`config.mk`:
```
export PLATFORM = sky130hd
export DESIGN_NAME = bsg_cache_sbuf_drain
export DESIGN_NICKNAME = d
export VERILOG_FILES = /design/src/rtl/bsg_cache_sbuf_pkg.sv /design/src/rtl/bsg_cache_sbuf_bypass_merge.sv /design/src/rtl/bsg_cache_sbuf_drain.sv
export SDC_FILE = /design/constraint.sdc
export NUM_CORES = 1
export LEC_CHECK = 0
export BUFFER_PORTS_ARGS = -buffer_cell sky130_fd_sc_hd__buf_2
export CAP_MARGIN = 20
export CELL_PAD_IN_SITES_DETAIL_PLACEMENT = 0
export CELL_PAD_IN_SITES_GLOBAL_PLACEMENT = 1
export CORE_MARGIN = 5
export CORE_UTILIZATION = 25
export CTS_CLUSTER_DIAMETER = 120
export DETAILED_ROUTE_END_ITERATION = 12
export PLACE_DENSITY = 0.79
export SYNTH_ARGS = -nofsm -noshare
export SYNTH_HDL_FRONTEND = slang
export SYNTH_HIERARCHICAL = 1
export SYNTH_SLANG_ARGS = --single-unit
```
`constraint.sdc`:
```
create_clock -name clk_i -period 4.6 [get_ports clk_i]
set_input_delay 0.23 -clock clk_i [delete_from_list [all_inputs] [get_ports clk_i]]
set_output_delay 0.23 -clock clk_i [all_outputs]
set_load 0.005 [all_outputs]
```
`src/rtl/bsg_cache_sbuf_pkg.sv`:
```
// Shared store-buffer entry layout for the queue, the drain stage and the cache pipeline.
package bsg_cache_sbuf_pkg;

  localparam int unsigned sbuf_addr_width_gp = 32;
  localparam int unsigned sbuf_data_width_gp = 32;
  localparam int unsigned sbuf_mask_width_gp = sbuf_data_width_gp / 8;

  // Entry packing is {addr, data, mask} with mask in the least significant bits.
  typedef struct packed {
    logic [sbuf_addr_width_gp-1:0] addr;
    logic [sbuf_data_width_gp-1:0] data;
    logic [sbuf_mask_width_gp-1:0] mask;
  } bsg_cache_sbuf_entry_s;

  // Flat entry width for non-default address/data widths.
  function automatic int unsigned sbuf_entry_width(input int unsigned addr_w,
                                                   input int unsigned data_w);
    return addr_w + data_w + data_w / 8;
  endfunction

endpackage

```
`src/rtl/bsg_cache_sbuf_bypass_merge.sv`:
```
// Per-byte priority merge of pending stores (el0 newest, then el1, then hold reg) for load bypass.
module bsg_cache_sbuf_bypass_merge
  import bsg_cache_sbuf_pkg::*;
#(
  parameter int unsigned addr_width_p = 32,
  parameter int unsigned data_width_p = 32
)(
  input  logic                                                     el0_v_i,
  input  logic [sbuf_entry_width(addr_width_p, data_width_p)-1:0]  el0_entry_i,
  input  logic                                                     el1_v_i,
  input  logic [sbuf_entry_width(addr_width_p, data_width_p)-1:0]  el1_entry_i,
  input  logic                                                     hold_v_i,
  input  logic [sbuf_entry_width(addr_width_p, data_width_p)-1:0]  hold_entry_i,
  input  logic [addr_width_p-1:0]                                  bypass_addr_i,
  output logic [data_width_p-1:0]                                  bypass_data_o,
  output logic [data_width_p/8-1:0]                                bypass_mask_o
);

  localparam int unsigned mask_width_lp  = data_width_p / 8;
  localparam int unsigned entry_width_lp = sbuf_entry_width(addr_width_p, data_width_p);
  localparam int unsigned lg_mask_lp     = $clog2(mask_width_lp);

  // Source index 0 = el0, 1 = el1, 2 = hold; lower index has higher priority.
  logic [entry_width_lp-1:0] src_entry [3];
  logic [2:0]                src_v;
  logic [addr_width_p-1:0]   src_addr  [3];
  logic [data_width_p-1:0]   src_data  [3];
  logic [mask_width_lp-1:0]  src_mask  [3];
  logic [2:0]                src_hit;

  assign src_entry[0] = el0_entry_i;
  assign src_entry[1] = el1_entry_i;
  assign src_entry[2] = hold_entry_i;
  assign src_v        = {hold_v_i, el1_v_i, el0_v_i};

  // Unpack fields and qualify each source by valid and word-address match.
  always_comb begin
    for (int unsigned s = 0; s < 3; s++) begin
      src_addr[s] = src_entry[s][entry_width_lp-1 -: addr_width_p];
      src_data[s] = src_entry[s][mask_width_lp +: data_width_p];
      src_mask[s] = src_entry[s][mask_width_lp-1:0];
      src_hit[s]  = src_v[s] & ((src_addr[s] >> lg_mask_lp) == (bypass_addr_i >> lg_mask_lp));
    end
  end

  // Per byte, take the newest contributing store; uncovered bytes read as zero.
  always_comb begin
    bypass_data_o = '0;
    bypass_mask_o = '0;
    for (int unsigned b = 0; b < mask_width_lp; b++) begin
      if (src_hit[0] & src_mask[0][b]) begin
        bypass_data_o[8*b +: 8] = src_data[0][8*b +: 8];
        bypass_mask_o[b]        = 1'b1;
      end else if (src_hit[1] & src_mask[1][b]) begin
        bypass_data_o[8*b +: 8] = src_data[1][8*b +: 8];
        bypass_mask_o[b]        = 1'b1;
      end else if (src_hit[2] & src_mask[2][b]) begin
        bypass_data_o[8*b +: 8] = src_data[2][8*b +: 8];
        bypass_mask_o[b]        = 1'b1;
      end
    end
  end

endmodule

```
`src/rtl/bsg_cache_sbuf_drain.sv`:
```
// Store-buffer drain: one-entry hold reg feeding masked data-mem writes, with read priority,
// starvation-forced writes and byte-merged bypass of all pending stores.
module bsg_cache_sbuf_drain
  import bsg_cache_sbuf_pkg::*;
#(
  parameter int unsigned addr_width_p = 32,
  parameter int unsigned data_width_p = 32,
  parameter int unsigned max_stall_p  = 4
)(
  input  logic                                                     clk_i,
  input  logic                                                     reset_n_i,
  input  logic                                                     v_i,
  input  logic [sbuf_entry_width(addr_width_p, data_width_p)-1:0]  entry_i,
  output logic                                                     yumi_o,
  input  logic                                                     el0_v_i,
  input  logic                                                     el1_v_i,
  input  logic [sbuf_entry_width(addr_width_p, data_width_p)-1:0]  el0_snoop_i,
  input  logic [sbuf_entry_width(addr_width_p, data_width_p)-1:0]  el1_snoop_i,
  input  logic                                                     rd_v_i,
  output logic                                                     stall_o,
  output logic                                                     dmem_w_v_o,
  output logic [addr_width_p-1:0]                                  dmem_w_addr_o,
  output logic [data_width_p-1:0]                                  dmem_w_data_o,
  output logic [data_width_p/8-1:0]                                dmem_w_mask_o,
  input  logic [addr_width_p-1:0]                                  bypass_addr_i,
  output logic [data_width_p-1:0]                                  bypass_data_o,
  output logic [data_width_p/8-1:0]                                bypass_mask_o,
  output logic                                                     empty_o
);

  localparam int unsigned mask_width_lp  = data_width_p / 8;
  localparam int unsigned entry_width_lp = sbuf_entry_width(addr_width_p, data_width_p);
  localparam int unsigned cnt_width_lp   = $clog2(max_stall_p + 1);
  localparam logic [cnt_width_lp-1:0] max_cnt_lp = cnt_width_lp'(max_stall_p);

  logic                      hold_v;
  logic [entry_width_lp-1:0] hold_entry;
  logic [cnt_width_lp-1:0]   stall_cnt;
  logic                      grant;

  // Handshakes are held off while reset is asserted so a held entry is dropped, never written.
  assign stall_o    = reset_n_i & hold_v & (stall_cnt == max_cnt_lp);
  assign grant      = reset_n_i & hold_v & (~rd_v_i | stall_o);
  assign yumi_o     = reset_n_i & v_i & (~hold_v | grant);
  assign dmem_w_v_o = grant;
  assign empty_o    = ~hold_v & ~v_i;

  assign dmem_w_addr_o = hold_entry[entry_width_lp-1 -: addr_width_p];
  assign dmem_w_data_o = hold_entry[mask_width_lp +: data_width_p];
  assign dmem_w_mask_o = hold_entry[mask_width_lp-1:0];

  // Hold valid and starvation counter: load on pop, clear on write, count denied cycles.
  always_ff @(posedge clk_i) begin
    if (!reset_n_i) begin
      hold_v    <= 1'b0;
      stall_cnt <= '0;
    end else begin
      if (yumi_o)
        hold_v <= 1'b1;
      else if (grant)
        hold_v <= 1'b0;

      if (grant | ~hold_v)
        stall_cnt <= '0;
      else if (rd_v_i & (stall_cnt != max_cnt_lp))
        stall_cnt <= stall_cnt + cnt_width_lp'(1);
    end
  end

  // Hold payload is qualified by hold_v and needs no reset.
  always_ff @(posedge clk_i) begin
    if (yumi_o)
      hold_entry <= entry_i;
  end

  bsg_cache_sbuf_bypass_merge #(
    .addr_width_p(addr_width_p),
    .data_width_p(data_width_p)
  ) merge (
    .el0_v_i       (el0_v_i),
    .el0_entry_i   (el0_snoop_i),
    .el1_v_i       (el1_v_i),
    .el1_entry_i   (el1_snoop_i),
    .hold_v_i      (hold_v),
    .hold_entry_i  (hold_entry),
    .bypass_addr_i (bypass_addr_i),
    .bypass_data_o (bypass_data_o),
    .bypass_mask_o (bypass_mask_o)
  );

endmodule

```
==> results.toml, run 1 <==
[worst_hold_path]
hold_path.startpoint = "entry_i[39]"
hold_depth = 1
hp-class = "input pin to flip-flop"

[sta]
layout_min_cycle_time_ps = 3010
tns_ps = 0
finalHoldViolations = 0
max_slew_margin = 0.540
finalCritPeriodShare = 0.653
timing.hold.ws_ps = 53.5
worst_pin_slew_ps = 691
finClkSkew_ps = 14.1
max_freq_ghz = 0.333
setup_viol = 0
maxSlewViolCount = 0
rsz0062_at_grt = "no"

[global_route]
antenna_found_initial = 3
grt_usage = 0.173
grt_pass1_wl_mm = 26.9
grt_max_degree = 69
first_global_vias = 4545
overflow = 0

[worst_setup_path]
endpoint = "bypass_data_o[3]"
r2r_slack_ps = 2890
worstReg2RegEnd = "hold_entry[31]"
cp.arrival_ps = 2780
startpoint = "hold_entry[43]"
r2r_cells = 5
crit_path_start_kind = "flip-flop"
critPathKind = "flip-flop to output port"
cp.required_ps = 4370
r2r_start = "stall_cnt[0]"
critPathCaptureType = "output port"
cp_max_fo = 36

[floorplanning]
boundaryPins = 350
row_count = 48
core_um2 = 17300
die_area_um2 = 20300
start_util = 0.254
die_x_um = 143
die_y_um = 143

[drt]
wl_per_cell_um = 19.6
antenna_left = 0
vias = 4407
drc = 0
drtIter0Drc = 242
viasPerCell = 4.65
drt-total-wl_mm = 18.5
firstDrtPassIters = 4

[clock_tree]
cts_tree = "built"
clk_path_buf_depth = 2
clock_latency_ps = 340
htree_levels = 3
clk_pin_slew_worst_paths_ps = 70
hold_buffers = 0
cts_setup_buffers = 0
cts_sinks = 72
cts-buffers-inserted = 9
cts_resized = 0
cts_root_buffer = "clkbuf_16"

[logic_synthesis]
ys_ff_latch = 72
seq_area_frac_synth = 0.483
synth-main-ff-cell = "edfxtp_1"
syn_nets = 622
synth_edf_count = 68
yosysWarningCount = 6
syn_inst = 378
synth-async-reset-ratio = 0
syn-cell-area_um2 = 4390
yosysUniqueCellTypes = 31
syn_avg_cell_area_um2 = 11.6

[placement]
io_buffers = 343
place.gp.congestion = 0.891
hpwl_mm = 15.1

[finish]
layout_commonest_cell = "buf_2"
fillers = 1799
final_core_util = 0.384
nets = 960
area_growth_pct = 51.1
drive_above_1_share = 0.521
layout_common_cells = "343 x buf_2, 75 x xnor2_1, 68 x edfxtp_1"

[run_status]
outcome = "complete, no violations"

[power_and_ir_drop]
p_per_area_nw_per_um2 = 276
p_leak_nw = 2.87
ir_drop_uv = 219

[flow_run]
maxCapViolCount = 0
-- area by class of cell --
cell class              count  area [um^2]  share of cell area
diodes                      1         2.50            0.000377
clock buffers               9          225              0.0339
clock inverters             7          103              0.0155
inverters                   7         26.3             0.00396
multi-input cells         277         2110               0.318
flip-flops and latches     72         2120               0.320
well taps                 225          282              0.0424
repair buffers            349         1760               0.266
-- per-layer routing --
layer | GRT usage | vias up | part of all wire
li1 | - | 2142 | -
met1 | 0.225 | 2053 | 0.41
met2 | 0.281 | 182 | 0.49
met3 | 0.0501 | 24 | 0.082
met4 | 0.0525 | 6 | 0.014
met5 | 0 | - | 0.0025
-- synth_stat cells, types with 5 or more instances --
| cell type | instances | area share |
|---|---|---|
| buf_4 | 8 | 0.014 |
| xnor2_1 | 75 | 0.15 |
| nor4_1 | 7 | 0.010 |
| edfxtp_1 | 68 | 0.46 |
| nand3_1 | 5 | 0.0057 |
| o22a_1 | 26 | 0.052 |
| xor2_1 | 15 | 0.030 |
| o22a_2 | 6 | 0.014 |
| o21ai_0 | 32 | 0.036 |
| nand2_1 | 39 | 0.033 |
| nand4_1 | 20 | 0.028 |
| o2111a_1 | 32 | 0.082 |
-- report_power, final --
group / total, mW / internal, mW / switching (mW)
sequential: 0.771 / 0.750 / 0.0208
combinational: 0.271 / 0.141 / 0.130
clock: 0.787 / 0.481 / 0.306
-- how the worst min path moves through the flow --
stage / endpoint
after global placement: hold_entry[1]
final: hold_entry[39]
after floorplan: hold_entry[0]
after global routing: hold_entry[55]
after detailed placement: hold_entry[37]
after CTS: hold_entry[39]
-- worst max-delay path, stage by stage, from the launching register on --
cell,delay [ps]
edfxtp_1,410
xnor2_1,170
nand4_1,160
or4_4,570
nor4_4,130
buf_4,400
o2111a_1,250
o22a_1,190
buf_2,130
-- flip-flops by register name, indices dropped and copies added, names as in the netlist --
signal and count:
hold_entry 68, hold_v 1, stall_cnt 3
-- cell families after synthesis --
kind of cell    count (synthesis)  share of synthesized area
xor+xnor                       90                      0.179
mux                             1                    0.00228
buf+inv                        29                     0.0390
simple gates                   81                     0.0954
flops                          72                      0.483
fa+ha+maj                       2                    0.00570
compound gates                103                      0.195
-- stage by stage --
stage                     cells  area [um^2]  setup slack, ps  total power [mW]
final                       947         6640             1590              1.83
after global routing        946         6630             1400              1.91
after CTS                   946         6630             1520              1.85
after floorplan             378         4400             1380             0.881
after global placement      930         6300             1850              1.05
after detailed placement    930         6300             1840              1.06
No activity file was read; power rests on OpenSTA's default activity.
==> inputs of run 2 (changes only) <==
--- a/config.mk
+++ b/config.mk
@@ -13,7 +13,7 @@
 export CORE_UTILIZATION = 25
 export CTS_CLUSTER_DIAMETER = 120
 export DETAILED_ROUTE_END_ITERATION = 12
-export PLACE_DENSITY = 0.79
+export PLACE_DENSITY = 0.76
 export SYNTH_ARGS = -nofsm -noshare
 export SYNTH_HDL_FRONTEND = slang
 export SYNTH_HIERARCHICAL = 1
==> constraint.sdc (replaced) <==
create_clock -name clk_i -period 2.95 [get_ports clk_i]
set_input_delay 0.1475 -clock clk_i [delete_from_list [all_inputs] [get_ports clk_i]]
set_output_delay 0.1475 -clock clk_i [all_outputs]
set_load 0.005 [all_outputs]
==> results.toml, run 2 (same netlist as run 1, synthesis figures left out) <==
[run_status]
outcome = "complete, no violations"

[placement]
io_buffers = 343
hpwl_mm = 14.9
place.gp.congestion = 0.906

[global_route]
grt_usage = 0.173
grt_max_degree = 69
antenna_found_initial = 0
grt_pass1_wl_mm = 27.1
overflow = 0
first_global_vias = 4723

[drt]
drt-total-wl_mm = 18.6
firstDrtPassIters = 5
antenna_left = 0
viasPerCell = 4.62
wl_per_cell_um = 18.3
drtIter0Drc = 183
drc = 0
vias = 4697

[clock_tree]
cts-buffers-inserted = 9
clk_path_buf_depth = 2
htree_levels = 3
cts_sinks = 72
clock_latency_ps = 340
cts_resized = 0
cts_tree = "built"
cts_root_buffer = "clkbuf_16"
hold_buffers = 68
cts_setup_buffers = 0
clk_pin_slew_worst_paths_ps = 70

[sta]
finalHoldViolations = 0
timing.hold.ws_ps = 60.9
setup_viol = 0
finClkSkew_ps = 10.1
finalCritPeriodShare = 0.968
layout_min_cycle_time_ps = 2850
worst_pin_slew_ps = 584
tns_ps = 0
max_slew_margin = 0.607
rsz0062_at_grt = "no"
max_freq_ghz = 0.350
maxSlewViolCount = 0

[worst_setup_path]
r2r_start = "stall_cnt[0]"
cp.arrival_ps = 2710
crit_path_start_kind = "flip-flop"
r2r_slack_ps = 1250
worstReg2RegEnd = "hold_entry[15]"
cp.required_ps = 2800
cp_max_fo = 36
critPathCaptureType = "output port"
critPathKind = "flip-flop to output port"
r2r_cells = 5

[floorplanning]
die_y_um = 143
boundaryPins = 350
die_x_um = 143
row_count = 48
core_um2 = 17300
die_area_um2 = 20300
start_util = 0.254

[worst_hold_path]
hold-path-endpoint = "hold_v"
hold_depth = 2
hp-class = "input pin to flip-flop"
hold_path.startpoint = "reset_n_i"

[flow_run]
maxCapViolCount = 0

[finish]
reg.largest.list = "hold_entry x68, stall_cnt x3, hold_v x1"
nets = 1031
n_antenna_cell = 0
final_core_util = 0.423
drive_above_1_share = 0.479
top_register = "hold_entry"
fillers = 1699
layout_common_cells = "343 x buf_2, 75 x xnor2_1, 68 x dlygate4sd3_1, 68 x edfxtp_1, 39 x nand2_1"
largest_reg_flops = 68
area_growth_pct = 66.6
layout_commonest_cell = "buf_2"

[power_and_ir_drop]
ir_drop_uv = 330
p_leak_nw = 3.16
p_per_area_nw_per_um2 = 376
## run 2: cell count changes in the layout (fill, tap and decap cells not counted)
cell           change
buf_12             +2
buf_4              +1
clkinvlp_4         +1
diode_2            -1
bufinv_16          -2
inv_6              +2
clkinv_4           -1
dlygate4sd3_1     +68
## run 2: report_power, final
| part | internal [mW] | switching [mW] | total (mW) |
|---|---|---|---|
| logic | 0.279 | 0.220 | 0.499 |
| clock network | 0.583 | 0.468 | 1.05 |
| registers | 1.17 | 0.0312 | 1.20 |
## run 2: layer usage
metal  track usage  wire length, um  part of all wire  vias to the layer above
met4        0.0450              224             0.012                        0
met3        0.0420             1420             0.076                       23
met2         0.284             9110              0.49                      213
met5             0                0                 0                        -
li1              -                -                 -                     2276
met1         0.230             7850              0.42                     2185
## run 2: worst max path at each step
stage / start / to / slack [ps]
final: hold_entry[49] / bypass_data_o[0] / 100
after floorplan: stall_cnt[0] / hold_entry[0] / 640
after global placement: bypass_addr_i[28] / bypass_data_o[16] / 190
after global routing: hold_entry[49] / bypass_data_o[0] / 30
after detailed placement: bypass_addr_i[28] / bypass_data_o[17] / 220
after CTS: hold_entry[49] / bypass_data_o[10] / 120
## run 2: metrics by stage
stage / power [mW] / std cells / worst slack, ps / area, um^2
final: 2.75 / 1017 / 95.7 / 7320
after floorplan: 1.37 / 378 / 637 / 4410
after global placement: 1.64 / 933 / 186 / 6350
after CTS: 2.80 / 1017 / 125 / 7320
after global routing: 2.88 / 1017 / 28.6 / 7320
after detailed placement: 1.65 / 933 / 224 / 6350
## run 2: critical path, cell delays in order, from the launching register on
cell and delay [ps]:
edfxtp_1 450, xnor2_1 280, nand4_1 170, or4_4 520, nor4_4 200, buf_12 240, o2111a_1 220, o22a_1 150
buf_2 120
## run 2: cell type report
class                   instances  area [um^2]  area share
inverters                       7         26.3     0.00359
flip-flops and latches         72         2120       0.290
clock buffers                   9          225      0.0308
repair buffers                420         2490       0.340
clock inverters                 7         58.8     0.00804
well taps                     225          282      0.0385
multi-input cells             277         2110       0.289
